### config.mk
export PLATFORM = sky130hd
export DESIGN_NAME = mem_access_ctrl
export DESIGN_NICKNAME = d
export VERILOG_FILES = /design/src/rtl/mem_access_ctrl_pkg.sv /design/src/rtl/mem_access_ctrl_wait_counter.sv /design/src/rtl/mem_access_ctrl.sv
export SDC_FILE = /design/constraint.sdc
export NUM_CORES = 1
export LEC_CHECK = 0
export BUFFER_PORTS_ARGS = -buffer_cell sky130_fd_sc_hd__buf_2
export CAP_MARGIN = 20
export CORE_AREA = 3 3 92 94
export CTS_BUF_LIST = sky130_fd_sc_hd__clkbuf_4 sky130_fd_sc_hd__clkbuf_8
export DETAILED_ROUTE_END_ITERATION = 10
export DIE_AREA = 0 0 95 97
export GPL_TIMING_DRIVEN = 1
export MAX_ROUTING_LAYER = met4
export PLACE_DENSITY = 0.81
export SLEW_MARGIN = 30
export SYNTH_ARGS = -nofsm -noshare
export SYNTH_HDL_FRONTEND = slang
export SYNTH_SLANG_ARGS = --single-unit
### constraint.sdc
create_clock -name clk -period 1.8 [get_ports clk]
set_input_delay 0.36 -clock clk [delete_from_list [all_inputs] [get_ports clk]]
set_output_delay 0.36 -clock clk [all_outputs]
set_load 0.005 [all_outputs]
### src/rtl/mem_access_ctrl_pkg.sv
// Shared types and defaults for the MEM-stage SRAM access sequencer.
// No logic: state encoding, operation type and default parameter values.
// No flow control of its own.
package mem_ctrl_pkg;

  localparam int DEF_WAIT_CYCLES = 5;
  localparam int DEF_BASE_ADDR   = 1024;
  localparam int DEF_SRAM_AW     = 18;

  typedef enum logic [1:0] {
    IDLE   = 2'd0,
    ACCESS = 2'd1,
    DONE   = 2'd2
  } state_t;

  typedef enum logic {
    OP_RD = 1'b0,
    OP_WR = 1'b1
  } op_t;

  // Width of a counter able to hold 0..wc.
  function automatic int cnt_width(input int wc);
    return (wc < 1) ? 1 : $clog2(wc + 1);
  endfunction

endpackage

### src/rtl/mem_access_ctrl_wait_counter.sv
// Loadable up-counter timing how long the SRAM bus is held for one access.
// Latency: o_tc is combinational from the count; the count updates on each clk edge.
// Backpressure: none; the owner decides when to load and when to count.
module wait_counter
  import mem_ctrl_pkg::*;
#(
  parameter int WAIT_CYCLES = DEF_WAIT_CYCLES
) (
  input  logic clk,
  input  logic rst,
  input  logic i_load,
  input  logic i_en,
  output logic o_tc
);

  localparam int CW = cnt_width(WAIT_CYCLES);
  localparam logic [CW-1:0] TC = CW'(WAIT_CYCLES - 1);

  logic [CW-1:0] r_cnt;

  // Clear while loaded (idle), count one per cycle while the access runs.
  always_ff @(posedge clk) begin
    if (rst || i_load) begin
      r_cnt <= '0;
    end else if (i_en) begin
      r_cnt <= r_cnt + 1'b1;
    end
  end

  // Terminal count marks the last cycle the bus is held.
  assign o_tc = i_en && (r_cnt == TC);

endmodule

### src/rtl/mem_access_ctrl.sv
// Multi-cycle SRAM load/store sequencer for the MEM stage (optional MEM_STALL_CNT_EN adds stall_count).
// Latency: a request holds ready low for WAIT_CYCLES+1 cycles; ready returns in DONE with rdata valid.
// Backpressure: ready low freezes the pipeline; inputs are assumed stable and ignored during ACCESS.
module mem_access_ctrl
  import mem_ctrl_pkg::*;
#(
  parameter int WAIT_CYCLES = DEF_WAIT_CYCLES,
  parameter int BASE_ADDR   = DEF_BASE_ADDR,
  parameter int SRAM_AW     = DEF_SRAM_AW
) (
  input  logic               clk,
  input  logic               rst,
  input  logic               rd_en,
  input  logic               wr_en,
  input  logic [31:0]        address,
  input  logic [31:0]        wdata,
  output logic [31:0]        rdata,
  output logic               ready,
  output logic [SRAM_AW-1:0] sram_addr,
  output logic [31:0]        sram_dq_out,
  output logic               sram_dq_oe,
  input  logic [31:0]        sram_dq_in,
  output logic               sram_we_n
`ifdef MEM_STALL_CNT_EN
  ,
  output logic [31:0]        stall_count
`endif
);

  localparam logic [31:0] BASE = 32'(BASE_ADDR);

  state_t             r_state;
  op_t                r_op;
  logic [31:0]        r_rdata;
  logic [SRAM_AW-1:0] r_sram_addr;
  logic [31:0]        r_dq_out;
  logic               r_dq_oe;
  logic               r_we_n;

  logic w_req;
  logic w_ready;
  logic w_cnt_load;
  logic w_cnt_en;
  logic w_cnt_tc;

  assign w_req      = rd_en | wr_en;
  assign w_ready    = ((r_state == IDLE) && !w_req) || (r_state == DONE);
  assign w_cnt_load = (r_state == IDLE);
  assign w_cnt_en   = (r_state == ACCESS);

  wait_counter #(
    .WAIT_CYCLES (WAIT_CYCLES)
  ) u_wait_counter (
    .clk    (clk),
    .rst    (rst),
    .i_load (w_cnt_load),
    .i_en   (w_cnt_en),
    .o_tc   (w_cnt_tc)
  );

  // Sequencer: latch the request in IDLE, hold the bus through ACCESS, release it entering DONE.
  always_ff @(posedge clk) begin
    if (rst) begin
      r_state     <= IDLE;
      r_op        <= OP_RD;
      r_rdata     <= '0;
      r_sram_addr <= '0;
      r_dq_out    <= '0;
      r_dq_oe     <= 1'b0;
      r_we_n      <= 1'b1;
    end else begin
      case (r_state)
        IDLE: begin
          if (w_req) begin
            // Store wins when both enables are set. Address wraps mod 2^32; byte offset dropped.
            r_op        <= wr_en ? OP_WR : OP_RD;
            r_sram_addr <= SRAM_AW'((address - BASE) >> 2);
            r_dq_out    <= wdata;
            r_we_n      <= ~wr_en;
            r_dq_oe     <= wr_en;
            r_state     <= ACCESS;
          end
        end
        ACCESS: begin
          if (w_cnt_tc) begin
            if (r_op == OP_RD) begin
              r_rdata <= sram_dq_in;
            end
            r_we_n  <= 1'b1;
            r_dq_oe <= 1'b0;
            r_state <= DONE;
          end
        end
        DONE: begin
          r_state <= IDLE;
        end
        default: begin
          r_state <= IDLE;
        end
      endcase
    end
  end

  assign ready       = w_ready;
  assign rdata       = r_rdata;
  assign sram_addr   = r_sram_addr;
  assign sram_dq_out = r_dq_out;
  assign sram_dq_oe  = r_dq_oe;
  assign sram_we_n   = r_we_n;

`ifdef MEM_STALL_CNT_EN
  logic [31:0] r_stall_cnt;

  // Count frozen pipeline cycles, saturating at all-ones.
  always_ff @(posedge clk) begin
    if (rst) begin
      r_stall_cnt <= '0;
    end else if (!w_ready && (r_stall_cnt != 32'hFFFF_FFFF)) begin
      r_stall_cnt <= r_stall_cnt + 32'd1;
    end
  end

  assign stall_count = r_stall_cnt;
`endif

endmodule

# Yosys cells after proc, flatten, opt, wreduce, memory -nomap -nowiden
# Index checks and enable logic that the tools add are counted.
[totals]
register_bits = 90
input_bits = 100
out_inout_bits = 85
wordCells = 39
[op_classes]
n_addsub = 2
n_eq_ne = 5
mux = 10
bitwise_logic = 3
reduce_logical = 11
[ops]
columns = ["op", "n"]
rows = [
  ["$sub 20x11->20 const B", 1],
  ["$reduce_and 3->1", 2],
  ["$mux 1", 5],
  ["$mux 2", 2],
  ["$ne 2x2->1 const B", 2],
  ["$pmux 1 s2", 2],
  ["$pmux 2 s2", 1],
  ["$reduce_and 2->1", 2],
  ["$add 3x1->3 const B", 1],
  ["$eq 3x3->1 const B", 1],
  ["$eq 2x1->1 const B", 1],
  ["$eq 2x2->1 const B", 1],
  ["$logic_and 1x1->1", 2],
  ["$logic_not 2->1", 1],
  ["$logic_or 1x1->1", 2],
  ["$not 1->1", 2],
  ["$reduce_bool 2->1", 1],
  ["$logic_not 1->1", 1],
  ["$or 1x1->1", 1],
]

# Depth between registers and ports, before layout
# Gate-level depths: netlist (run 1).
[logic_depth]
word_depth = 4
mapped_depth = 7

# Hierarchy
# From an unflattened synthesis (run 1), not the netlist that was laid out.
[hier_totals]
cells_unflattened = 426
hier_area_um2 = 3498.4
[by_module_without_submodules]
columns = ["mod", "instances", "cells_per_inst", "area_each_um2", "seq_area_each_um2"]
rows = [
  ["mem_access_ctrl", 1, 411, 3334.4, 1741.7],
  ["wait_counter", 1, 15, 163.9, 60.1],
]

# Worst setup path before layout (run 1)
# Ideal clock, no wire load.
[synth_path]
path_type = "input -> register"
from = "input address[10]"
to = "register r_sram_addr[14] (netlist: sram_addr[14])"
setup_time_ps = 91
arrival_ps = 1572
required_time_ps = 1709
slack_ps = 138
cell_stages = 5
path_buffers = 0
cell_sequence = "inv_1 -> ha_1 -> or4b_1 -> or3_1 -> a311oi_1"
[synth_via]
elab_chain_len = 1
[synth_rtl]
columns = ["element", "line_no", "rtl"]
rows = [
  ["start: declaration", "mem_access_ctrl.sv:15", "input logic [31:0] address,"],
  ["$sub 20x11->20", "mem_access_ctrl.sv:77", "r_sram_addr <= SRAM_AW'((address - BASE) >> 2);"],
  ["end signal: assignment", "mem_access_ctrl.sv:77", ""],
  ["end: declaration", "mem_access_ctrl.sv:35", "logic [SRAM_AW-1:0] r_sram_addr;"],
]
# No other way between the ends.
# A chain may end at the register's enable or synchronous reset.

# Worst setup path after layout (run 1)
[layout_path]
from = "register r_state[1]"
to = "output ready"
[layout_via]
elab_chain_len = 3
[layout_rtl]
columns = ["element", "line_no", "rtl"]
rows = [
  ["start: declaration", "mem_access_ctrl.sv:32", "state_t r_state;"],
  ["start signal: assignment", "mem_access_ctrl.sv:64", "r_state <= IDLE;"],
  ["start signal: assignment", "mem_access_ctrl.sv:81", "r_state <= ACCESS;"],
  ["start signal: assignment", "mem_access_ctrl.sv:91", "r_state <= DONE;"],
  ["$logic_not 2->1", "mem_access_ctrl.sv:47", "assign w_ready = ((r_state == IDLE) && !w_req) || (r_state == DONE);"],
  ["$logic_and 1x1->1", "mem_access_ctrl.sv:47", ""],
  ["$logic_or 1x1->1 (*)", "mem_access_ctrl.sv:47", ""],
  ["end: declaration", "mem_access_ctrl.sv:18", "output logic ready,"],
]
# Mark *: on every way between the ends. The rest lies on a longest branch, timed or not.

==> results of run 1 <==
## area by class of cell
| type | count | area, µm² | share of cell area, % |
|---|---|---|---|
| Multi-Input combinational cell | 292 | 1590 | 33.5 |
| Clock buffer | 9 | 124 | 2.60 |
| Timing Repair Buffer | 186 | 1020 | 21.5 |
| Sequential cell | 90 | 1800 | 37.9 |
| Tap cell | 102 | 128 | 2.68 |
| Clock inverter | 6 | 66.3 | 1.39 |
| Inverter | 6 | 22.5 | 0.473 |
## synthesized netlist by cell type, types with 4 or more instances
cell | n | share of area (%)
a311oi_1 | 7 | 1.7
nand3_1 | 72 | 10
inv_1 | 6 | 0.63
o21ai_1 | 7 | 0.98
buf_2 | 4 | 0.56
nor2_1 | 10 | 1.0
dfxtp_1 | 90 | 50
or3_1 | 4 | 0.70
a21oi_1 | 85 | 12
o21ai_0 | 70 | 9.8
clkbuf_1 | 38 | 4.0
## cell usage in the layout (no fill, tap or decap), drive strengths merged, types with 2 or more instances in the layout
cell	count
dfxtp	90
inv	7
nor3	2
clkbuf	9
or4	2
a311oi	7
o31ai	3
nor2	10
buf	186
a21o	2
o21ai	77
nand3	72
ha	3
a22oi	2
or3	5
nor2b	2
a211oi	3
or4b	2
or2	3
a21oi	85
nand2	3
clkinvlp	3
## worst reg2reg max path: stages, from the launching register on
cell and delay (ns):
dfxtp_1 0.59, or2_2 0.21, buf_4 0.34, o21ai_0 0.18, a21oi_1 0.17
## worst min-delay path by stage
stage,start,to,cells after the start
2_1_floorplan,address[10],sram_addr[8]$_SDFFE_PP0P_,1
3_3_place_gp,sram_dq_oe$_SDFFE_PP0P_,sram_dq_oe$_SDFFE_PP0P_,2
3_5_place_dp,sram_dq_oe$_SDFFE_PP0P_,sram_dq_oe$_SDFFE_PP0P_,2
4_1_cts,wdata[25],sram_dq_out[25]$_SDFFE_PP0P_,3
5_1_grt,wdata[27],sram_dq_out[27]$_SDFFE_PP0P_,3
6_report,wdata[13],sram_dq_out[13]$_SDFFE_PP0P_,3
## state kept, by name (all words and copies together) (netlist names)
register              cells
r_state                   2
sram_dq_oe                1
sram_addr                18
sram_we_n                 1
sram_dq_out              32
r_op                      1
rdata                    32
u_wait_counter.r_cnt      3
## timing repair
action,CTS,global route
buffers inserted,0,0
setup endpoints to repair,0,1
resized for setup,0,1
## power breakdown
part           total, mW  internal, mW  switching, mW
clock network       1.36         0.636          0.723
registers           2.13          2.09         0.0476
logic              0.576         0.253          0.323
## kinds of logic after synthesis
group	after synthesis	share of synthesized area [%]
multiplexers	1	0.280
AO/OA/AOI/OAI	181	26.9
AND/OR/NAND/NOR	106	15.7
XOR/XNOR	1	0.245
buffers and inverters	51	5.49
adder cells (fa/ha/maj)	3	1.05
flip-flops	90	50.3
## layer usage
layer	vias up	global-route usage, %	part of all wire (%)	wire length [µm]
li1	1864	-	-	-
met1	1839	25.6	40	4140
met2	154	37.5	50	5110
met3	30	4.59	7.4	756
met4	0	9.32	2.5	257
met5	-	-	0	0
## metrics by stage
step	instance area, µm²	TNS (ns)	instances	hold slack (ns)
floorplan	3580	0	433	0.457
global placement	4560	0	676	0.456
detailed placement	4560	-0.0841	676	0.463
CTS	4750	0	691	0.228
global route	4760	0	691	0.236
finish	4760	0	691	0.241
==> results.ini, run 1 <==
[yosys]
ys_types = 33
ys_seq_elements = 90
dominantRegCellSynth = dfxtp_1
synth-edff-count = 0
ys_async_sr_fraction_pct = 0
netlist_area_um2 = 3580
synth_warnings = 0
synth_nets = 536
ys_seq_area_share_pct = 50.3
syn_avg_cell_area_um2 = 8.27
synthCells = 433

[timing]
worstMarginPinSlew_ns = 0.453
finalClockSkew_ns = 0.0117
finalSetupViolCount = 0
fmax_ghz = 0.615
slew_violations = 0
relSlewSlack_pct = 69.8
fin_crit_ns = 1.63
layout_setup_ws_ns = 0.174
rsz0062_at_grt = no
min_period_over_period_pct = 90.3
hold_violations = 0

[drt]
antenna_left = 0
first_pass_iters = 5
route.vias.total = 3887
wl_um = 10300
wl_per_cell_um = 14.9
first_iter_violations = 176
drcViolationCount = 0
via_per_inst = 5.63

[global_routing]
gr-total-overflow = 0
grt_max_degree = 91
grt_pass1_vias = 3642
grtUsageTotal_pct = 22.4
antenna_found_initial = 0
grt_pass1_wl_um = 16500

[critical_path]
crit_slowest_cell = dfxtp_1
r2r_slack_ns = 0.25
crit_buf_inv = 1
slowest_delay_ns = 0.59
r2r_cells = 4
crit_type = reg2out
timing.rr.start = r_state[1]$_SDFFE_PP0P_
crit_path_start = r_state[1]$_SDFFE_PP0P_
cp_num_cells = 3
path_cells = nor2_1, nor2_1, buf_2
cp_common_cell = nor2_1
critPathTopFamily = flip-flops
required_ns = 1.44
r2r-end = sram_dq_out[16]$_SDFFE_PP0P_
startpoint_type = flop
end_kind = primary output
cp_max_fo = 12
critPathCapture = ready
cp.arrival_ns = 1.27

[cts]
cts_tree = built
postCtsHoldBufs = 0
cts-root-buf = clkbuf_8
ctsHtreeMaxLevel = 3
clock-sinks = 90
numCtsBuffers = 9
path_clk_slew_ns = 0.09
clk_latency_ns = 0.35
cts_buffer_depth = 2

[placement]
portBuffers = 170
place_hpwl_um = 7110
dp_slack_ns = -0.0496
routabilityCongestion = 0.759

[final_layout]
post-route-util_pct = 61.6
finalNetCount = 688
diodes = 0
drive_gt1_share_pct = 35.3
fillers = 717
synthToLayoutAreaGrowth_pct = 32.9

[floorplanning]
pin_count = 185
initial_core_util_pct = 46.3
dieArea_um2 = 9220
row_count = 32
core_um2 = 7730
die_w_um = 95
die_y_um = 97

[status]
status = completed

[run]
maxCapViolCount = 0

[min_path]
hold_path_class = in2reg

[pwr]
ir_worst_vdd_v = 0.000492
power.density_nw_per_um2 = 856
finalPower_mw = 4.07
p_leak_nw = 2.10

Note: power is estimated with default switching activity, not from simulation.
==> run 2, diff against run 1 <==
- ABC_AREA: unset -> 1
- CAP_MARGIN: 20 -> unset
- CORE_AREA: 3 3 92 94 -> 3 3 91 93
- DIE_AREA: 0 0 95 97 -> 0 0 94 96
- PLACE_DENSITY: 0.81 -> 0.8
==> results.ini, run 2 <==
[drt]
dr.max_layer_used = met4
wl_um = 8960  ; -13%
drcViolationCount = 0  ; unchanged
via_per_inst = 4.93  ; -12%
wl_met1_um = 3930  ; -5.2%
wl_per_cell_um = 12.5  ; -16%
antenna_left = 0  ; unchanged
wl_met2_um = 4180  ; -18%
first_iter_violations = 109  ; -38%
dr_wl_met3_um = 756  ; unchanged
route.vias.total = 3544  ; -8.8%
first_pass_iters = 4  ; -1

[placement]
portBuffers = 170  ; unchanged
place_hpwl_um = 6540  ; -8.1%
routabilityCongestion = 0.853  ; +12%
place_inst = 702  ; +3.8%

[final_layout]
fin_cells = 719  ; +4.1%
finalNetCount = 714  ; +3.8%
final_common_cell = buf_2
synthToLayoutAreaGrowth_pct = 33.4
layout_common_cells = buf_2 (170), nor2_1 (102), dfxtp_1 (90)
fillers = 699  ; -2.5%
seq_area_um2 = 1800  ; unchanged
multi_input_area_um2 = 1400  ; -12%
drive_gt1_share_pct = 33.1  ; -2.2 points

[timing]
finalSetupViolCount = 0  ; unchanged
setup_tns_ns = 0  ; unchanged
fmax_ghz = 0.682  ; +11%
hold_violations = 0  ; unchanged
finalClockSkew_ns = 0.00779  ; -0.00393 ns
relSlewSlack_pct = 73.5  ; +3.7 points
min_period_over_period_pct = 81.4  ; -8.9 points
rsz0062_at_grt = no
worstMarginPinSlew_ns = 0.397  ; -0.0566 ns
fin_crit_ns = 1.47  ; -0.161 ns
slew_violations = 0  ; unchanged

[critical_path]
slowest_delay_ns = 0.33  ; -0.26 ns
critPathTopFamily = buffers and inverters
end_kind = flop
crit_buf_inv = 3  ; +2
startpoint_type = flop
required_ns = 2.07  ; +0.63 ns
crit_slowest_cell = dfxtp_1
cp_common_cell = inv_1
path_cells = inv_1, ha_1, inv_1, nor3_4, buf_4, nand3_1, a21oi_1
cp_max_fo = 19  ; +7
cp.arrival_ns = 1.74  ; +0.47 ns
crit_type = reg2reg

[yosys]
synth-edff-count = 0  ; unchanged
synthTopCellsByCount = nor2_1 (102), dfxtp_1 (90), nand2_1 (55)
syn_avg_cell_area_um2 = 7.70  ; -6.8%
netlist_area_um2 = 3450  ; -3.6%
synth_top_cell_area_share_pct = 52.2  ; +1.9 points
ys_seq_area_share_pct = 52.2  ; +1.9 points
ys_types = 24  ; -27%
synth.largest_area_cell = dfxtp_1
synth.area.top_cells = dfxtp_1 (52%), nor2_1 (11%), o21ai_0 (7.4%)
ys_seq_elements = 90  ; unchanged
synthMostInstantiatedCell = nor2_1
synth_warnings = 0  ; unchanged
synthCells = 448  ; +3.5%
dominantRegCellSynth = dfxtp_1
synth_nets = 551  ; +2.8%
ys_async_sr_fraction_pct = 0  ; unchanged

[cts]
clock-sinks = 90  ; unchanged
clk_latency_ns = 0.34  ; about the same
cts_setup_buffers = 0  ; unchanged
path_clk_slew_ns = 0.09  ; about the same
ctsResizeCount = 0  ; unchanged
ctsHtreeMaxLevel = 3  ; unchanged
cts_tree = built
cts_buffer_depth = 2  ; unchanged
cts-root-buf = clkbuf_8
postCtsHoldBufs = 0  ; unchanged
numCtsBuffers = 9  ; unchanged

[pwr]
seqPwrFrac_pct = 51.9  ; -0.5 points
p_leak_nw = 2.25  ; +7.0%
p_sw_share_pct = 26.6  ; -0.31 points
p_int_mw = 3.07  ; +3.1%
power.density_nw_per_um2 = 908  ; +6.1%
p_comb_share_pct = 14.1  ; about the same
switching_power_mw = 1.11  ; +1.4%
clkPwrFrac_pct = 34.1  ; +0.7 points
ir_worst_vdd_v = 0.000515  ; +4.7%

[floorplanning]
row_count = 32  ; unchanged
core_um2 = 7610  ; -1.6%
initial_core_util_pct = 45.4  ; -0.96 points
die_w_um = 94  ; -1.1%
dieArea_um2 = 9020  ; -2.1%
die_y_um = 96  ; -1.0%
pin_count = 185  ; unchanged

[min_path]
hold_path_class = in2reg

[global_routing]
grt_max_degree = 47  ; -48%
grt_pass1_wl_um = 14200  ; -14%
gr-total-overflow = 0  ; unchanged
antenna_found_initial = 1  ; +1
grt_pass1_vias = 3244  ; -11%
grtUsageTotal_pct = 19.9  ; -2.4 points

[status]
status = completed

[run]
maxCapViolCount = 0  ; unchanged

==> run 2: kinds of logic (layout without fill, tap and decap cells) <==
| group | Yosys count | count (layout) | synth area share (%) |
|---|---|---|---|
| AND/OR/NAND/NOR | 206 | 206 | 25.1 |
| AO/OA/AOI/OAI | 96 | 96 | 14.1 |
| flip-flops | 90 | 90 | 52.2 |
| buffers and inverters | 52 | 220 | 7.32 |
| adder cells (fa/ha/maj) | 3 | 3 | 1.09 |
| XOR/XNOR | 1 | 1 | 0.254 |
| other | 0 | 1 | 0 |
==> run 2: per-layer routing <==
layer | vias up | track usage [%]
met3 | 9 | 4.61
met2 | 155 | 33.4
met4 | 0 | 6.98
li1 | 1776 | -
met1 | 1604 | 23.6
met5 | - | -
==> run 2: power by group through the flow <==
stage | clock [mW] | sequential (mW) | combinational [mW]
after global placement | 0 | 2.21 | 0.575
after floorplan | 0 | 2.22 | 0.268
after detailed placement | 0 | 2.21 | 0.592
final | 1.42 | 2.17 | 0.588
after global routing | 1.56 | 2.18 | 0.661
after CTS | 1.47 | 2.17 | 0.593
==> run 2: cell type report <==
type / instances / area share (%)
timing repair buffer: 180 / 21.2
antenna: 1 / 0.0544
multi-input combinational: 306 / 30.3
tap: 102 / 2.77
sequential: 90 / 39.1
clock buffer: 10 / 2.99
clock inverter: 6 / 1.55
inverter: 24 / 1.96
==> run 2: worst paths after layout <==
path                                              from                   endpoint  slack (ns)  cells after the start
setup / recovery  u_wait_counter.r_cnt[1]$_SDFFE_PP0N_     rdata[12]$_SDFFE_PP0P_        0.33                      7
hold / removal                             address[10]  sram_addr[8]$_SDFFE_PP0P_        0.20                      2
setup reg to reg  u_wait_counter.r_cnt[1]$_SDFFE_PP0N_     rdata[12]$_SDFFE_PP0P_        0.33                      7
hold reg to reg                sram_dq_oe$_SDFFE_PP0P_    sram_dq_oe$_SDFFE_PP0P_        0.46                      2
==> run 2: worst reg2reg max path: cells and delay by family (launching register included) <==
kind | cells | cell delay, ns
fa+ha+maj | 1 | 0.14
compound gates | 1 | 0.16
buf+inv | 3 | 0.42
simple gates | 2 | 0.34
flops | 1 | 0.33
==> run 2: metrics by stage <==
step                cell area [µm²]  utilization [%]  power, mW  hold WS, ns  worst slack [ns]
floorplan                      3450                -       2.49        0.440             0.395
global placement               4390             57.7       2.78        0.446             0.371
global route                   4600             60.5       4.40        0.185             0.154
detailed placement             4390             57.7       2.80        0.450             0.323
CTS                            4600             60.5       4.23        0.176             0.314
finish                         4600             60.5       4.18        0.197             0.334
==> run 3, diff against run 2 <==
- ABC_AREA: 1 -> 0
- CORE_AREA: 3 3 91 93 -> 3 3 92 94
- DIE_AREA: 0 0 94 96 -> 0 0 95 97
- PLACE_DENSITY: 0.8 -> 0.81
- clock period: 1.8 -> 1.4 ns (I/O delays scaled with it)
==> results.ini, run 3 (same netlist as run 1, synthesis figures left out) <==
[status]
status = completed

[drt]
drcViolationCount = 0  ; unchanged
route.vias.total = 3866  ; +9.1%
wl_um = 10600  ; +18%
antenna_left = 0  ; unchanged
wl_per_cell_um = 14.9  ; +19%
first_pass_iters = 4  ; unchanged
first_iter_violations = 222  ; +100%
via_per_inst = 5.43  ; +10%

[timing]
rsz0062_at_grt = yes
finalClockSkew_ns = 0.0123  ; +0.00454 ns
worstMarginPinSlew_ns = 0.403  ; +0.00649 ns
fmax_ghz = 0.718  ; +5.3%
setup_tns_ns = 0  ; unchanged
finalSetupViolCount = 0  ; unchanged
relSlewSlack_pct = 73.1  ; -0.43 points
slew_violations = 0  ; unchanged
fin_crit_ns = 1.39  ; -0.0737 ns
min_period_over_period_pct = 99.4  ; +18 points
hold_violations = 0  ; unchanged

[floorplanning]
core_um2 = 7730  ; +1.6%
dieArea_um2 = 9220  ; +2.1%
pin_count = 185  ; unchanged
die_y_um = 97  ; +1.0%
initial_core_util_pct = 46.3  ; +0.96 points
die_w_um = 95  ; +1.1%
row_count = 32  ; unchanged

[cts]
clock-sinks = 90  ; unchanged
clk_latency_ns = 0.34  ; about the same
ctsHtreeMaxLevel = 3  ; unchanged
cts-root-buf = clkbuf_8
cts_tree = built
numCtsBuffers = 9  ; unchanged
cts_buffer_depth = 2  ; unchanged
path_clk_slew_ns = 0.09  ; about the same
postCtsHoldBufs = 0  ; unchanged

[critical_path]
startpoint_type = flop
timing.rr.start = r_state[1]$_SDFFE_PP0P_
r2r_cells = 5  ; -2
cp.arrival_ns = 1.66  ; -0.08 ns
required_ns = 1.67  ; -0.40 ns
r2r_slack_ns = 0.008  ; -0.33 ns
cp_max_fo = 9  ; -10
r2r-end = rdata[15]$_SDFFE_PP0P_
crit_type = reg2reg
end_kind = flop

[run]
maxCapViolCount = 0  ; unchanged

[global_routing]
grt_pass1_vias = 3546  ; +9.3%
grtUsageTotal_pct = 22.5  ; +2.6 points
antenna_found_initial = 0  ; -1
grt_pass1_wl_um = 16500  ; +16%
gr-total-overflow = 0  ; unchanged
grt_max_degree = 41  ; -13%

[final_layout]
fin_cells = 712  ; -0.97%
design_area_um2 = 5110  ; +11%
synthToLayoutAreaGrowth_pct = 42.7
final_common_cell = buf_2
finalNetCount = 709  ; -0.70%
fillers = 662  ; -5.3%
layout_common_cells = buf_2 (169), dfxtp_1 (87), a21oi_1 (78)
post-route-util_pct = 66.1  ; +5.6 points
drive_gt1_share_pct = 41.6  ; +8.5 points
diodes = 0  ; -1

[pwr]
p_leak_nw = 2.25  ; -0.20%
power.density_nw_per_um2 = 1040  ; +15%
ir_worst_vdd_v = 0.000593  ; +15%
finalPower_mw = 5.33  ; +27%

[min_path]
hold_path_class = in2reg
holdPathEnd = sram_dq_out[19]$_SDFFE_PP0P_
min_from = wdata[19]
whs_path_depth = 3  ; +1

[placement]
place_hpwl_um = 7300  ; +12%
postPlaceCellArea_um2 = 4690  ; +6.9%
routabilityCongestion = 0.802  ; -6.0%
place_inst = 688  ; -2.0%
portBuffers = 170  ; unchanged

-- run 3: layout make-up --
type	instances	area, µm²	area share, %
Clock buffer	11	151	2.96
Clock inverter	4	51.3	1.00
Inverter	6	40.0	0.784
Multi-Input combinational cell	292	1680	33.0
Sequential cell	90	1810	35.4
Tap cell	102	128	2.50
Timing Repair Buffer	207	1250	24.4
-- run 3: critical path, cell delays in order, from the launching register on --
cell	delay [ns]
dfxtp_2	0.35
buf_6	0.13
and4b_4	0.43
clkbuf_16	0.18
nand3_1	0.08
a21oi_1	0.15
-- run 3: worst max path at each step --
stage,slack [ns],from,to
floorplan,-0.16,address[11],sram_addr[14]$_SDFFE_PP0P_
global placement,-0.36,address[11],sram_addr[14]$_SDFFE_PP0P_
detailed placement,-0.39,address[11],sram_addr[14]$_SDFFE_PP0P_
CTS,-0.004,u_wait_counter.r_cnt[0]$_SDFFE_PP0N_,rdata[30]$_SDFFE_PP0P_
global route,-0.04,r_state[1]$_SDFFE_PP0P_,rdata[15]$_SDFFE_PP0P_
finish,0.008,r_state[1]$_SDFFE_PP0P_,rdata[15]$_SDFFE_PP0P_
-- run 3: per-stage QoR --
step                hold WS (ns)  worst slack [ns]
finish                     0.178           0.00800
global route               0.165           -0.0402
CTS                        0.164          -0.00433
detailed placement         0.464            -0.393
global placement           0.457            -0.360
floorplan                  0.377            -0.156
-- run 3: layer usage --
layer | global-route usage (%) | wire, µm | up-vias
li1 | - | - | 1907
met1 | 27.0 | 4380 | 1816
met2 | 36.7 | 5400 | 123
met3 | 5.83 | 604 | 20
met4 | 7.21 | 206 | 0
met5 | - | 0 | -
-- run 3: repair_timing --
item | 4_1_cts | 5_1_grt
pin swaps | 4 | 10
setup buffers | 3 | 2
gates resized for setup | 13 | 33
cloned | 2 | 2
endpoints found under the setup margin | 33 | 35
-- run 3: report_power, final --
part	leakage (nW)	switching (mW)	total, mW	internal [mW]
sequential	0.738	0.0570	2.74	2.68
combinational	1.41	0.437	0.799	0.362
clock	0.101	0.871	1.79	0.914
